==> config.mk <==
export PLATFORM = sky130hd
export DESIGN_NAME = blob_frame_streamer
export DESIGN_NICKNAME = d
export VERILOG_FILES = /design/src/rtl/blob_pkg.sv /design/src/rtl/blob_pix_binarize.sv /design/src/rtl/blob_frame_streamer.sv
export SDC_FILE = /design/constraint.sdc
export NUM_CORES = 1
export LEC_CHECK = 0
export BUFFER_PORTS_ARGS = -buffer_cell sky130_fd_sc_hd__buf_4
export CORE_UTILIZATION = 55
export DETAILED_ROUTE_END_ITERATION = 10
export PLACE_DENSITY = 0.76
export SLEW_MARGIN = 10
export SYNTH_ARGS = -nofsm -noshare
export SYNTH_HDL_FRONTEND = slang
export SYNTH_SLANG_ARGS = --single-unit
==> constraint.sdc <==
create_clock -name i_clk -period 2.6 [get_ports i_clk]
set_input_delay 0.26 -clock i_clk [delete_from_list [all_inputs] [get_ports i_clk]]
set_output_delay 0.26 -clock i_clk [all_outputs]
set_load 0.1 [all_outputs]
==> src/rtl/blob_pkg.sv <==
// Shared defaults, widths and FSM states for the blob-count read path.
package blob_pkg;

  localparam int IMG_COL_DEF = 640;
  localparam int IMG_ROW_DEF = 480;
  localparam int COUNT_W     = 8;

  typedef enum logic [2:0] {
    S_IDLE,
    S_PRIME,
    S_STREAM,
    S_TAIL,
    S_WAIT,
    S_RELEASE
  } state_t;

endpackage

==> src/rtl/blob_pix_binarize.sv <==
// Registered one-bit binarisation of a luma sample; output is forced low
// whenever the incoming sample is not marked valid.
module blob_pix_binarize
  import blob_pkg::*;
#(
  parameter int PIX_W = 8
) (
  input  logic             i_clk,
  input  logic             i_rst,
  input  logic             i_valid,
  input  logic [PIX_W-1:0] i_data,
  input  logic [PIX_W-1:0] i_threshold,
  input  logic             i_invert,
  output logic             o_seq
);

  logic seq_d;
  logic seq_q;

  // Inverted polarity is simply the complement of the >= test (data < threshold).
  always_comb begin
    seq_d = i_valid & ((i_data >= i_threshold) ^ i_invert);
  end

  always_ff @(posedge i_clk or posedge i_rst) begin
    if (i_rst) begin
      seq_q <= 1'b0;
    end else begin
      seq_q <= seq_d;
    end
  end

  assign o_seq = seq_q;

endmodule

==> src/rtl/blob_frame_streamer.sv <==
// Streams one stored luma frame as a thresholded bit stream to the blob counter
// and latches its result. Optional dark-object polarity: BLOB_STREAM_INVERT_EN.
module blob_frame_streamer
  import blob_pkg::*;
#(
  parameter int IMG_COL = IMG_COL_DEF,
  parameter int IMG_ROW = IMG_ROW_DEF,
  parameter int ADDR_W  = 19,
  parameter int PIX_W   = 8
) (
  input  logic               i_clk,
  input  logic               i_rst,
  input  logic               i_start,
  input  logic [PIX_W-1:0]   i_threshold,
`ifdef BLOB_STREAM_INVERT_EN
  input  logic               i_invert,
`endif
  output logic               o_rd_en,
  output logic [ADDR_W-1:0]  o_rd_addr,
  input  logic [PIX_W-1:0]   i_rd_data,
  output logic               o_valid,
  output logic               o_seq,
  input  logic               i_blob_valid,
  input  logic [COUNT_W-1:0] i_blob_count,
  output logic               o_busy,
  output logic               o_done,
  output logic [COUNT_W-1:0] o_count
);

  localparam int COL_W = (IMG_COL > 1) ? $clog2(IMG_COL) : 1;
  localparam int ROW_W = (IMG_ROW > 1) ? $clog2(IMG_ROW) : 1;
  localparam logic [COL_W-1:0] COL_LAST = COL_W'(IMG_COL - 1);
  localparam logic [ROW_W-1:0] ROW_LAST = ROW_W'(IMG_ROW - 1);

  state_t             state_q, state_d;
  logic [ADDR_W-1:0]  addr_q, addr_d;
  logic [COL_W-1:0]   col_q, col_d;
  logic [ROW_W-1:0]   row_q, row_d;
  logic               issuedAll_q, issuedAll_d;
  logic [PIX_W-1:0]   thr_q, thr_d;
  logic               invert_q, invert_d;
  logic               valid_q, valid_d;
  logic               done_q, done_d;
  logic [COUNT_W-1:0] count_q, count_d;
  logic               rdPend_q;
  logic               rdEn;
  logic               rdLast;

  assign rdLast = (row_q == ROW_LAST) && (col_q == COL_LAST);

  always_comb begin
    state_d     = state_q;
    addr_d      = addr_q;
    col_d       = col_q;
    row_d       = row_q;
    issuedAll_d = issuedAll_q;
    thr_d       = thr_q;
    invert_d    = invert_q;
    valid_d     = valid_q;
    done_d      = 1'b0;
    count_d     = count_q;
    rdEn        = 1'b0;

    case (state_q)
      S_IDLE: begin
        if (i_start && !i_blob_valid) begin
          thr_d       = i_threshold;
`ifdef BLOB_STREAM_INVERT_EN
          invert_d    = i_invert;
`endif
          addr_d      = '0;
          col_d       = '0;
          row_d       = '0;
          issuedAll_d = 1'b0;
          state_d     = S_PRIME;
        end
      end
      S_PRIME: begin
        rdEn    = 1'b1;
        valid_d = 1'b1;
        state_d = S_STREAM;
      end
      // The last pixel's data arrives while its read is still pending; it is
      // registered at the same edge that moves us to S_TAIL.
      S_STREAM: begin
        rdEn = !issuedAll_q;
        if (issuedAll_q && rdPend_q) begin
          state_d = S_TAIL;
        end
      end
      S_TAIL: begin
        state_d = S_WAIT;
      end
      S_WAIT: begin
        if (i_blob_valid) begin
          count_d = i_blob_count;
          done_d  = 1'b1;
          valid_d = 1'b0;
          state_d = S_RELEASE;
        end
      end
      S_RELEASE: begin
        if (!i_blob_valid) begin
          state_d = S_IDLE;
        end
      end
      default: begin
        state_d = S_IDLE;
      end
    endcase

    if (rdEn) begin
      if (rdLast) begin
        issuedAll_d = 1'b1;
      end else begin
        addr_d = addr_q + ADDR_W'(1);
        if (col_q == COL_LAST) begin
          col_d = '0;
          row_d = row_q + ROW_W'(1);
        end else begin
          col_d = col_q + COL_W'(1);
        end
      end
    end
  end

  always_ff @(posedge i_clk or posedge i_rst) begin
    if (i_rst) begin
      state_q     <= S_IDLE;
      addr_q      <= '0;
      col_q       <= '0;
      row_q       <= '0;
      issuedAll_q <= 1'b0;
      thr_q       <= '0;
      invert_q    <= 1'b0;
      valid_q     <= 1'b0;
      done_q      <= 1'b0;
      count_q     <= '0;
      rdPend_q    <= 1'b0;
    end else begin
      state_q     <= state_d;
      addr_q      <= addr_d;
      col_q       <= col_d;
      row_q       <= row_d;
      issuedAll_q <= issuedAll_d;
      thr_q       <= thr_d;
      invert_q    <= invert_d;
      valid_q     <= valid_d;
      done_q      <= done_d;
      count_q     <= count_d;
      rdPend_q    <= rdEn;
    end
  end

  blob_pix_binarize #(
    .PIX_W(PIX_W)
  ) u_binarize (
    .i_clk      (i_clk),
    .i_rst      (i_rst),
    .i_valid    (rdPend_q),
    .i_data     (i_rd_data),
    .i_threshold(thr_q),
    .i_invert   (invert_q),
    .o_seq      (o_seq)
  );

  assign o_rd_en   = rdEn;
  assign o_rd_addr = addr_q;
  assign o_valid   = valid_q;
  assign o_busy    = (state_q != S_IDLE);
  assign o_done    = done_q;
  assign o_count   = count_q;

endmodule

=== Word-level counts from Yosys, hierarchy flattened ===
Cells that the tools add are included.

* Add/subtract/negate cells: 3
* Order comparisons: 1
* Equality and inequality tests: 11
* Multiplexer cells: 28
* Bitwise operators: 1
* Reductions and logical operators: 12

{| class="wikitable"
|+ Operator list
! kind !! count
|-
| 2-to-1 mux 19 bit || 4
|-
| 2-to-1 mux 10 bit || 5
|-
| 2-to-1 mux 9 bit || 5
|-
| adder 19 x 1 -> 19 bit, second input constant || 1
|-
| one-hot mux 3 bit (6 select lines) || 1
|-
| 2-to-1 mux 3 bit || 4
|-
| adder 10 x 1 -> 10 bit, second input constant || 1
|-
| == test 10 bit, second input constant || 1
|-
| adder 9 x 1 -> 9 bit, second input constant || 1
|-
| == test 9 bit, second input constant || 1
|-
| >= comparator 8 bit || 1
|-
| inequality test 2 bit, second input constant || 4
|-
| 2-to-1 mux 1 bit || 7
|-
| == test 3 x 2 -> 1 bit, second input constant || 2
|-
| == test 3 bit, second input constant || 2
|-
| AND reduction 2 bit || 3
|-
| one-hot mux 1 bit (2 select lines) || 2
|-
| AND reduction 4 bit || 1
|-
| == test 3 x 1 -> 1 bit, second input constant || 1
|-
| logical AND 1 bit || 3
|-
| logical NOT 3 bit || 1
|-
| nonzero test 3 bit || 1
|-
| logical NOT 1 bit || 2
|-
| nonzero test 2 bit || 1
|-
| AND 1 bit || 1
|}

* Register bits after elaboration: 62
* Output and inout bits: 32
* Logic and storage cells: 67

=== Longest topological paths before layout ===
Gate-level depths: netlist (run 1).

* Word-level depth: 7
* Gate-level depth with buffers: 8
* Depth with buffers taken out: 7

=== Hierarchy ===
A second synthesis (run 1) with hierarchy kept.

* Cell total of the unflattened synthesis: 304
* Area total of the unflattened synthesis: 3185.6 µm²

{| class="wikitable"
|+ By module, submodules not included
! module !! instances !! cells each !! area each (µm²)
|-
| blob_frame_streamer || 1 || 270 || 2922.8
|-
| blob_pix_binarize || 1 || 34 || 262.8
|}

=== Least setup slack after synthesis (run 1) ===
No wires, ideal clock.

* Path kind: flip-flop to flip-flop
* Start point: register state_q[2]
* End point: register col_q[3]
* Data arrival time: 2.333 ns
* Required time: 2.476 ns
* Slack: 0.143 ns
* Stages on the path, launching flop included: 6
* Path buffers: 1
* Path through: dfrtp_1 clkbuf_1 or3_1 nor2_1 nor2_1 a211o_1

* Longest elaborated chain between the ends: 4
* Elaborated cells on any way between the ends: 7
* Those cells by class: 2 x eq/ne; 4 x mux; 1 x reduce/logical

{| class="wikitable"
|+ RTL lines
! element !! RTL line !! text
|-
| from (decl) || blob_frame_streamer.sv:35 || <nowiki>state_t state_q, state_d;</nowiki>
|-
| from (signal assigned) || blob_frame_streamer.sv:141 || <nowiki>state_q <= state_d;</nowiki>
|-
| logical NOT 3 bit || blob_frame_streamer.sv:64 || <nowiki>case (state_q)</nowiki>
|-
| 2-to-1 mux 10 bit || blob_frame_streamer.sv:64 ||
|-
| 2-to-1 mux 10 bit || blob_frame_streamer.sv:113 || <nowiki>if (rdLast) begin</nowiki>
|-
| 2-to-1 mux 10 bit * || blob_frame_streamer.sv:112 || <nowiki>if (rdEn) begin</nowiki>
|-
| net col_d[3] || blob_frame_streamer.sv:37 || <nowiki>logic [COL_W-1:0] col_q, col_d;</nowiki>
|-
| to (signal assigned) || blob_frame_streamer.sv:143 || <nowiki>col_q <= col_d;</nowiki>
|-
| to (decl) || blob_frame_streamer.sv:37 ||
|}

The timed path passes the listed nets; every way through them passes the cells marked *.
A chain may end at the register's enable or synchronous reset.

=== Worst setup path in the final report (run 1) ===
* Start point: register state_q[1]
* End point: register addr_q[18], in the netlist o_rd_addr[18]

* Longest elaborated chain between the ends: 4
* Elaborated cells on any way between the ends: 7
* Those cells by class: 2 x eq/ne; 4 x mux; 1 x reduce/logical

{| class="wikitable"
|+ RTL lines
! element !! RTL line !! text
|-
| logical NOT 3 bit || blob_frame_streamer.sv:64 ||
|-
| 2-to-1 mux 19 bit || blob_frame_streamer.sv:64 ||
|-
| 2-to-1 mux 19 bit || blob_frame_streamer.sv:113 ||
|-
| 2-to-1 mux 19 bit * || blob_frame_streamer.sv:112 ||
|-
| net addr_d[18] || blob_frame_streamer.sv:36 || <nowiki>logic [ADDR_W-1:0] addr_q, addr_d;</nowiki>
|-
| to (signal assigned) || blob_frame_streamer.sv:142 || <nowiki>addr_q <= addr_d;</nowiki>
|-
| to (decl) || blob_frame_streamer.sv:36 ||
|}

Marks and branches as above.

==> results.md, run 1 <==
* Status: finished, final reports clean
* Via density at roughly 5.7
* Crit-path max FO at 10
* First-pass GRT wire length at roughly 12000 µm
* Largest net degree at the start of global routing at 39
* Avg Cell Area, Syn at 9.95 µm²
* GRT Total Usage at roughly 25%
* Unrepaired setup endpoints after global routing: no
* WP data required at 2850 ps
* Initial antenna violation count at 0
* Drt first pass iters at 4
* CP Launch Type: flop
* CP delay by family, top: simple AND/OR/NAND/NOR gates
* Initial core utilization at about three fifths
* Ys Warns at 0
* Initial DRC Count at around 170
* Post-synth EDFFs at 0
* Core area at around 0.0053 mm²
* CTS sink count at 62
* Leakage power at approximately 1.9 nW
* Clock Tree Buf Depth at 2
* Worst path cell trace: or3b_1, a211oi_1, o21ai_1, nor3_1, mux2i_1
* Critical path arrival at about 2500 ps
* Worst vdd ir at 1.09 mV
* Levels on crit path at 5
* CP max stage delay at ~480 ps
* CTS Hold Buffers Added at 1
* Slew Limit Fails at 0
* Die W at between 70 and 80 µm
* Setup Buffers After CTS at 0
* Worst slew margin at 60.1%
* Root Driver: clkbuf_8
* Die H at just under 80 µm
* Worst Max-Slew Pin Slew at between 500 and 600 ps
* Post-route ant nets at 0
* Critical R2R Capture: o_rd_addr[18]
* I/O Buffers at 59
* Clk slew on worst S/H paths at about 70 ps
* Skew final at a little over 7 ps
* DRC at 0
* WP buf/inv at 0
* Post-Syn Nets at 351
* Vias after detailed routing at between 2000 and 3000
* Period utilization at between 80% and 90%
* CP max stage cell: dfrtp_1
* Register bit total from synthesis at between 60 and 70
* Main synth FF type: dfrtp_1
* Layout net count at approximately 420
* Register area share after synthesis at between 50% and 60%
* Routed WL at around 6600 µm
* Distinct cells, synth at 47
* Gpl congestion at about 0.88
* Setup Viol. Count Final at 0
* ANT cells at 0
* R2R cell count at 5
* CTS buffer count at 9
* HPWL Detailed at around 4700 µm
* Post-Synthesis Cell Area at approximately 0.0031 mm²
* Layout cells sized above 1 at about a quarter
* P&R area growth vs syn at 24.4%
* Async S/R FF share, synth at 100%
* Pwr Density at around 1100 mW/mm²
* Final Hold Viols at 0
* WS Path Type: reg2reg
* Crit path to: o_rd_addr[18]
* Fin util at 73.2%
* Worst min-delay path class: in2reg
* Crit Reg-Reg Startpoint: state_q[1]
* Fin cells at around 450
* DIE AREA at 0.00595 mm²
* Reg2reg setup slack at 390 ps
* Maximum Capacitance Violations at 0
* CTS tree: done
* Vias in the first global route at between 2000 and 3000
* Post-placement cell count at 434
* H-tree Lvls at 3
* CTS resizes at 0
* Wire per inst at roughly 15 µm
* Setup_tns at 0 ps
* Congestion Overflow GR at 0
* Io pins at 60
* Critical Path Start: state_q[1]
* Post-layout minimum cycle time at roughly 2200 ps
* CP Capture Type: flop
* Cell count after synthesis at 312
* Row count at 26
* FMAX at ~450 MHz
* Clock Latency Late Sink at about 330 ps
-- worst min-delay path, stage by stage --
cell and delay, ps:
buf_4 80, nand2_1 40, nand2_1 40
-- cell families (layout without fill, tap and decap cells) --
kind of cell / count (synthesis) / after routing / synth area share, %
AOI/OAI and AO/OA: 56 / 56 / 12.2
buffers and inverters: 25 / 94 / 3.55
xor gates and xnor gates: 2 / 2 / 0.565
and+or+nand+nor: 132 / 132 / 21.2
muxes: 24 / 24 / 8.06
adders and majority gates: 11 / 11 / 4.44
DFF: 62 / 62 / 50.0
-- layout by cell type (no fill, tap or decap), types with 2 or more instances in the layout --
master	netlist	layout
dfrtp_1	62	62
buf_4	1	62
nand2_1	55	55
nand3_1	18	18
o21ai_0	16	16
mux2i_1	16	16
inv_1	14	13
clkbuf_8	0	12
nor2_1	11	11
nand4_1	11	11
ha_1	11	11
mux2_2	8	8
nor3_1	8	8
a21oi_1	7	7
nand2b_1	6	6
and3_1	5	5
o211ai_1	5	5
o31ai_1	5	5
nor4_1	4	4
a21o_1	4	4
or3_1	3	3
or2_2	2	2
a211o_1	2	2
o22ai_1	2	2
xor2_1	2	2
o2bb2ai_1	2	2
a32o_1	2	2
a31oi_1	2	2
bufinv_16	0	2
-- registers in the layout, summed over array words and instances (netlist names) --
register          flops
row_q                 9
u_binarize.o_seq      1
o_rd_addr            19
thr_q                 8
issuedAll_q           1
rdPend_q              1
o_valid               1
state_q               3
o_count               8
o_done                1
col_q                10
-- worst min path at each step --
stage	start	endpoint	slack (ps)	cells after the start
2_1_floorplan	i_threshold[0]	thr_q[0]	370	2
3_3_place_gp	i_rst	o_count[6]	120	2
3_5_place_dp	i_rst	o_count[6]	120	2
4_1_cts	i_threshold[0]	thr_q[0]	110	3
5_1_grt	i_threshold[0]	thr_q[0]	110	3
6_report	i_threshold[0]	thr_q[0]	120	3
-- power by group --
| part | leakage [nW] | switching (mW) | internal, mW | total [mW] |
|---|---|---|---|---|
| Clock | 0.120 | 0.360 | 0.618 | 0.978 |
| Sequential | 0.825 | 0.194 | 1.20 | 1.39 |
| Combinational | 0.924 | 1.55 | 0.517 | 2.06 |
-- layer usage --
layer	share of wire, %	vias up	GRT usage (%)
met3	3.0	13	4.05
met4	2.0	0	11.5
li1	-	1254	-
met2	49	52	39.0
met1	46	1246	33.6
met5	0	-	0
-- synth_stat cells (3+ instances only) --
library cell	instances	area share, %
nand4_1	11	2.2
or3_1	3	0.60
nor3_1	8	1.3
nand2b_1	6	1.2
clkbuf_1	9	1.1
nor4_1	4	0.81
nor2_1	11	1.3
ha_1	11	4.4
o211ai_1	5	1.2
mux2i_1	16	5.2
o21ai_0	16	2.6
a21o_1	4	0.97
o31ai_1	5	1.2
a21oi_1	7	1.1
mux2_2	8	2.9
nand3_1	18	2.9
nand2_1	55	6.7
inv_1	14	1.7
and3_1	5	1.0
dfrtp_1	62	50
-- metrics by stage --
stage	cell area (µm²)	worst slack, ps	power, mW	hold slack (ps)
2_1_floorplan	3100	143	3.03	365
6_report	3860	389	4.43	117
5_1_grt	3860	211	4.66	111
3_5_place_dp	3610	474	3.47	121
4_1_cts	3860	424	4.46	106
3_3_place_gp	3610	512	3.43	118
-- final cells by class --
| type | count | area, µm² |
|---|---|---|
| flip-flops and latches | 62 | 1550 |
| clock inverters | 3 | 65.1 |
| fillers | 404 | 1410 |
| inverters | 15 | 68.8 |
| well taps | 70 | 87.6 |
| clock buffers | 13 | 169 |
| multi-input cells | 225 | 1440 |
| repair buffers | 63 | 475 |
(Power assumes the default switching activity.)
==> run 2, diff against run 1 <==
Settings changed: ABC_AREA set to 1, CORE_UTILIZATION 55 to 56, PLACE_DENSITY 0.76 to 0.77.
==> run 2 against run 1 <==
  * Setup slack gained 240 ps
  * Largest cell class is now multi-input gates
  * Combinational power is 22% higher
  * Flip-flop and latch count stayed put
  * Critical path type unchanged
  * Highest routed layer unchanged
  * Sequential power up 3%
  * Fmax grew 12%
==> results.md, run 2 <==
* Main synth FF type: dfrtp_1
* Routed WL at roughly 7500 µm
* Ys Warns at 0
* Drt first pass iters at 5
* Pwr Density at 1140 mW/mm²
* Avg Cell Area, Syn at approximately 7.4 µm²
* Die H at between 80 and 90 µm
* Vias in the first global route at roughly 3000
* Post-synth top cells: nand2_1, dfrtp_1, inv_1, nand3_1, nor2_1
* WP buf/inv at 2
* WS Path Type: reg2reg
* Core area at ~0.0060 mm²
* Layout cells sized above 1 at a little under a fifth
* Worst path cell trace: inv_1, nand3_1, nand2_2, nand2_1, nand2_4, inv_1, nand3_1, o21ai_0
* Setup_tns at 0 ps
* DIE AREA at 0.00667 mm²
* FMAX at about 510 MHz
* P&R area growth vs syn at 20.4%
* Io pins at 60
* Post-route ant nets at 0
* CP max stage cell: dfrtp_1
* Gpl congestion at ~0.84
* Top-count cell post-synth: nand2_1
* Via density at roughly 5.1
* Post-synth EDFFs at 0
* Maximum Capacitance Violations at 0
* Top-area cell type share of the netlist area at 43.6%
* WP data required at 2820 ps
* CTS buffer count at 9
* Clock Latency Late Sink at approximately 340 ps
* Cell area after placement at 0.00406 mm²
* Sequential share of power at 29.4%
* Wire per inst at 11.9 µm
* ANT cells at 0
* Fin util at 71.1%
* Layout net count at ~600
* Row count at 28
* H-tree Lvls at 3
* DP Worst Slack at 645 ps
* HPWL Detailed at 5420 µm
* Crit-path max FO at 26
* Commonest non-fill, non-tap cells in the layout: nand2_1, dfrtp_1, buf_4
* Worst vdd ir at 1.28 mV
* Initial core utilization at between 50 and 60%
* Worst Max-Slew Pin Slew at 575 ps
* Post-Syn Nets at 520
* Worst slew margin at about 62%
* Synth area leaders: dfrtp_1, nand2_1, inv_1, nand3_1, nor2_1
* Fillers at 523
* Leakage power at ~2.2 nW
* Design area at approximately 0.0043 mm²
* Skew final at 11.3 ps
* CP max stage delay at around 430 ps
* CP Capture Type: flop
* CP delay by family, top: simple AND/OR/NAND/NOR gates
* CTS sink count at 62
* Period utilization at roughly three quarters
* Initial DRC Count at 192
* Hold slack at about 120 ps
* Yosys top cell by area: dfrtp_1
* Clock power frac at a little under a fifth
* Final Hold Viols at 0
* Commonest non-fill, non-tap cell in the layout: nand2_1
* Vias after detailed routing at roughly 3200
* Setup Viol. Count Final at 0
* CTS resizes at 0
* Largest net degree at the start of global routing at 29
* Post-Synthesis Cell Area at approximately 0.0036 mm²
* Slew Limit Fails at 0
* CTS tree: done
* Pint at around 2.4 mW
* Root Driver: clkbuf_8
* Congestion Overflow GR at 0
* CP Launch Type: flop
* Die W at slightly above 80 µm
* Unrepaired setup endpoints after global routing: no
* Psw at around 2.5 mW
* Setup Buffers After CTS at 0
* Cell count after synthesis at between 400 and 500
* Comb pwr share at between 50% and 60%
* Worst min-delay path class: in2reg
* Clock Tree Buf Depth at 2
* I/O Buffers at 59
* Initial antenna violation count at 0
* Switching Share at between 50% and 60%
* GRT Total Usage at between 20% and 30%
* Register area share after synthesis at 43.6%
* CTS Hold Buffers Added at 1
* Status: finished, final reports clean
* Final WS setup at about 630 ps
* Distinct cells, synth at 30
* DRC at 0
* Clk slew on worst S/H paths at ~70 ps
* Async S/R FF share, synth at 100%
* Post-layout minimum cycle time at between 1500 and 2000 ps
* Register bit total from synthesis at 62
* Max reg flops at 19
* First-pass GRT wire length at 12800 µm
* Critical path arrival at 2190 ps
==> run 2: through the flow <==
step | power, mW | cells
after floorplan | 3.52 | 481
after global placement | 3.90 | 610
final | 4.86 | 627
after detailed placement | 3.95 | 610
after global routing | 5.17 | 627
after CTS | 4.90 | 627
==> run 2: area by class of cell <==
type,instances,area [µm²],area share [%]
timing repair buffer,63,475,11.1
sequential,62,1550,36.2
tap,75,93.8,2.19
clock inverter,4,70.1,1.64
clock buffer,12,145,3.39
inverter,62,233,5.43
multi-input combinational,349,1720,40.0
==> run 2: kinds of logic after synthesis <==
family / Yosys count / share of synthesized area [%]
AO/OA/AOI/OAI: 40 / 6.16
AND/OR/NAND/NOR: 288 / 35.7
flip-flops: 62 / 43.6
adder cells (fa/ha/maj): 11 / 3.87
buffers and inverters: 70 / 8.16
XOR/XNOR: 10 / 2.46
==> run 2: path summary, 6_finish.rpt <==
check,start,end,slack (ps),cells after the start
worst max-delay path,state_q[2],col_q[4],630,8
worst min-delay path,i_blob_count[0],o_count[0],120,3
worst max register to register,state_q[2],col_q[4],630,8
worst min register to register,o_count[2],o_count[2],470,2
max in group asynchronous,i_rst,thr_q[4],1390,4
min in group asynchronous,i_rst,row_q[7],550,3
==> run 2: per-layer routing <==
layer | part of all wire [%] | routed length (µm) | track usage, %
met4 | 1.5 | 109 | 8.95
met5 | 0 | 0 | 0
met2 | 48 | 3620 | 42.8
met3 | 4.6 | 345 | 8.33
met1 | 46 | 3420 | 30.6
==> run 2: worst register-to-register path, stage by stage (launching register included) <==
cell and delay [ps]:
dfrtp_1 430, inv_1 160, nand3_1 130, nand2_2 280, nand2_1 180, nand2_4 310
inv_1 180, nand3_1 110, o21ai_0 90
==> run 2: power by group through the flow <==
stage                     clock (mW)  combinational (mW)  sequential (mW)
after floorplan                    0                1.25             2.27
after global placement             0                2.47             1.43
after detailed placement           0                2.51             1.44
after CTS                      0.953                2.52             1.43
after global routing           0.996                2.72             1.46
final                          0.927                2.51             1.43
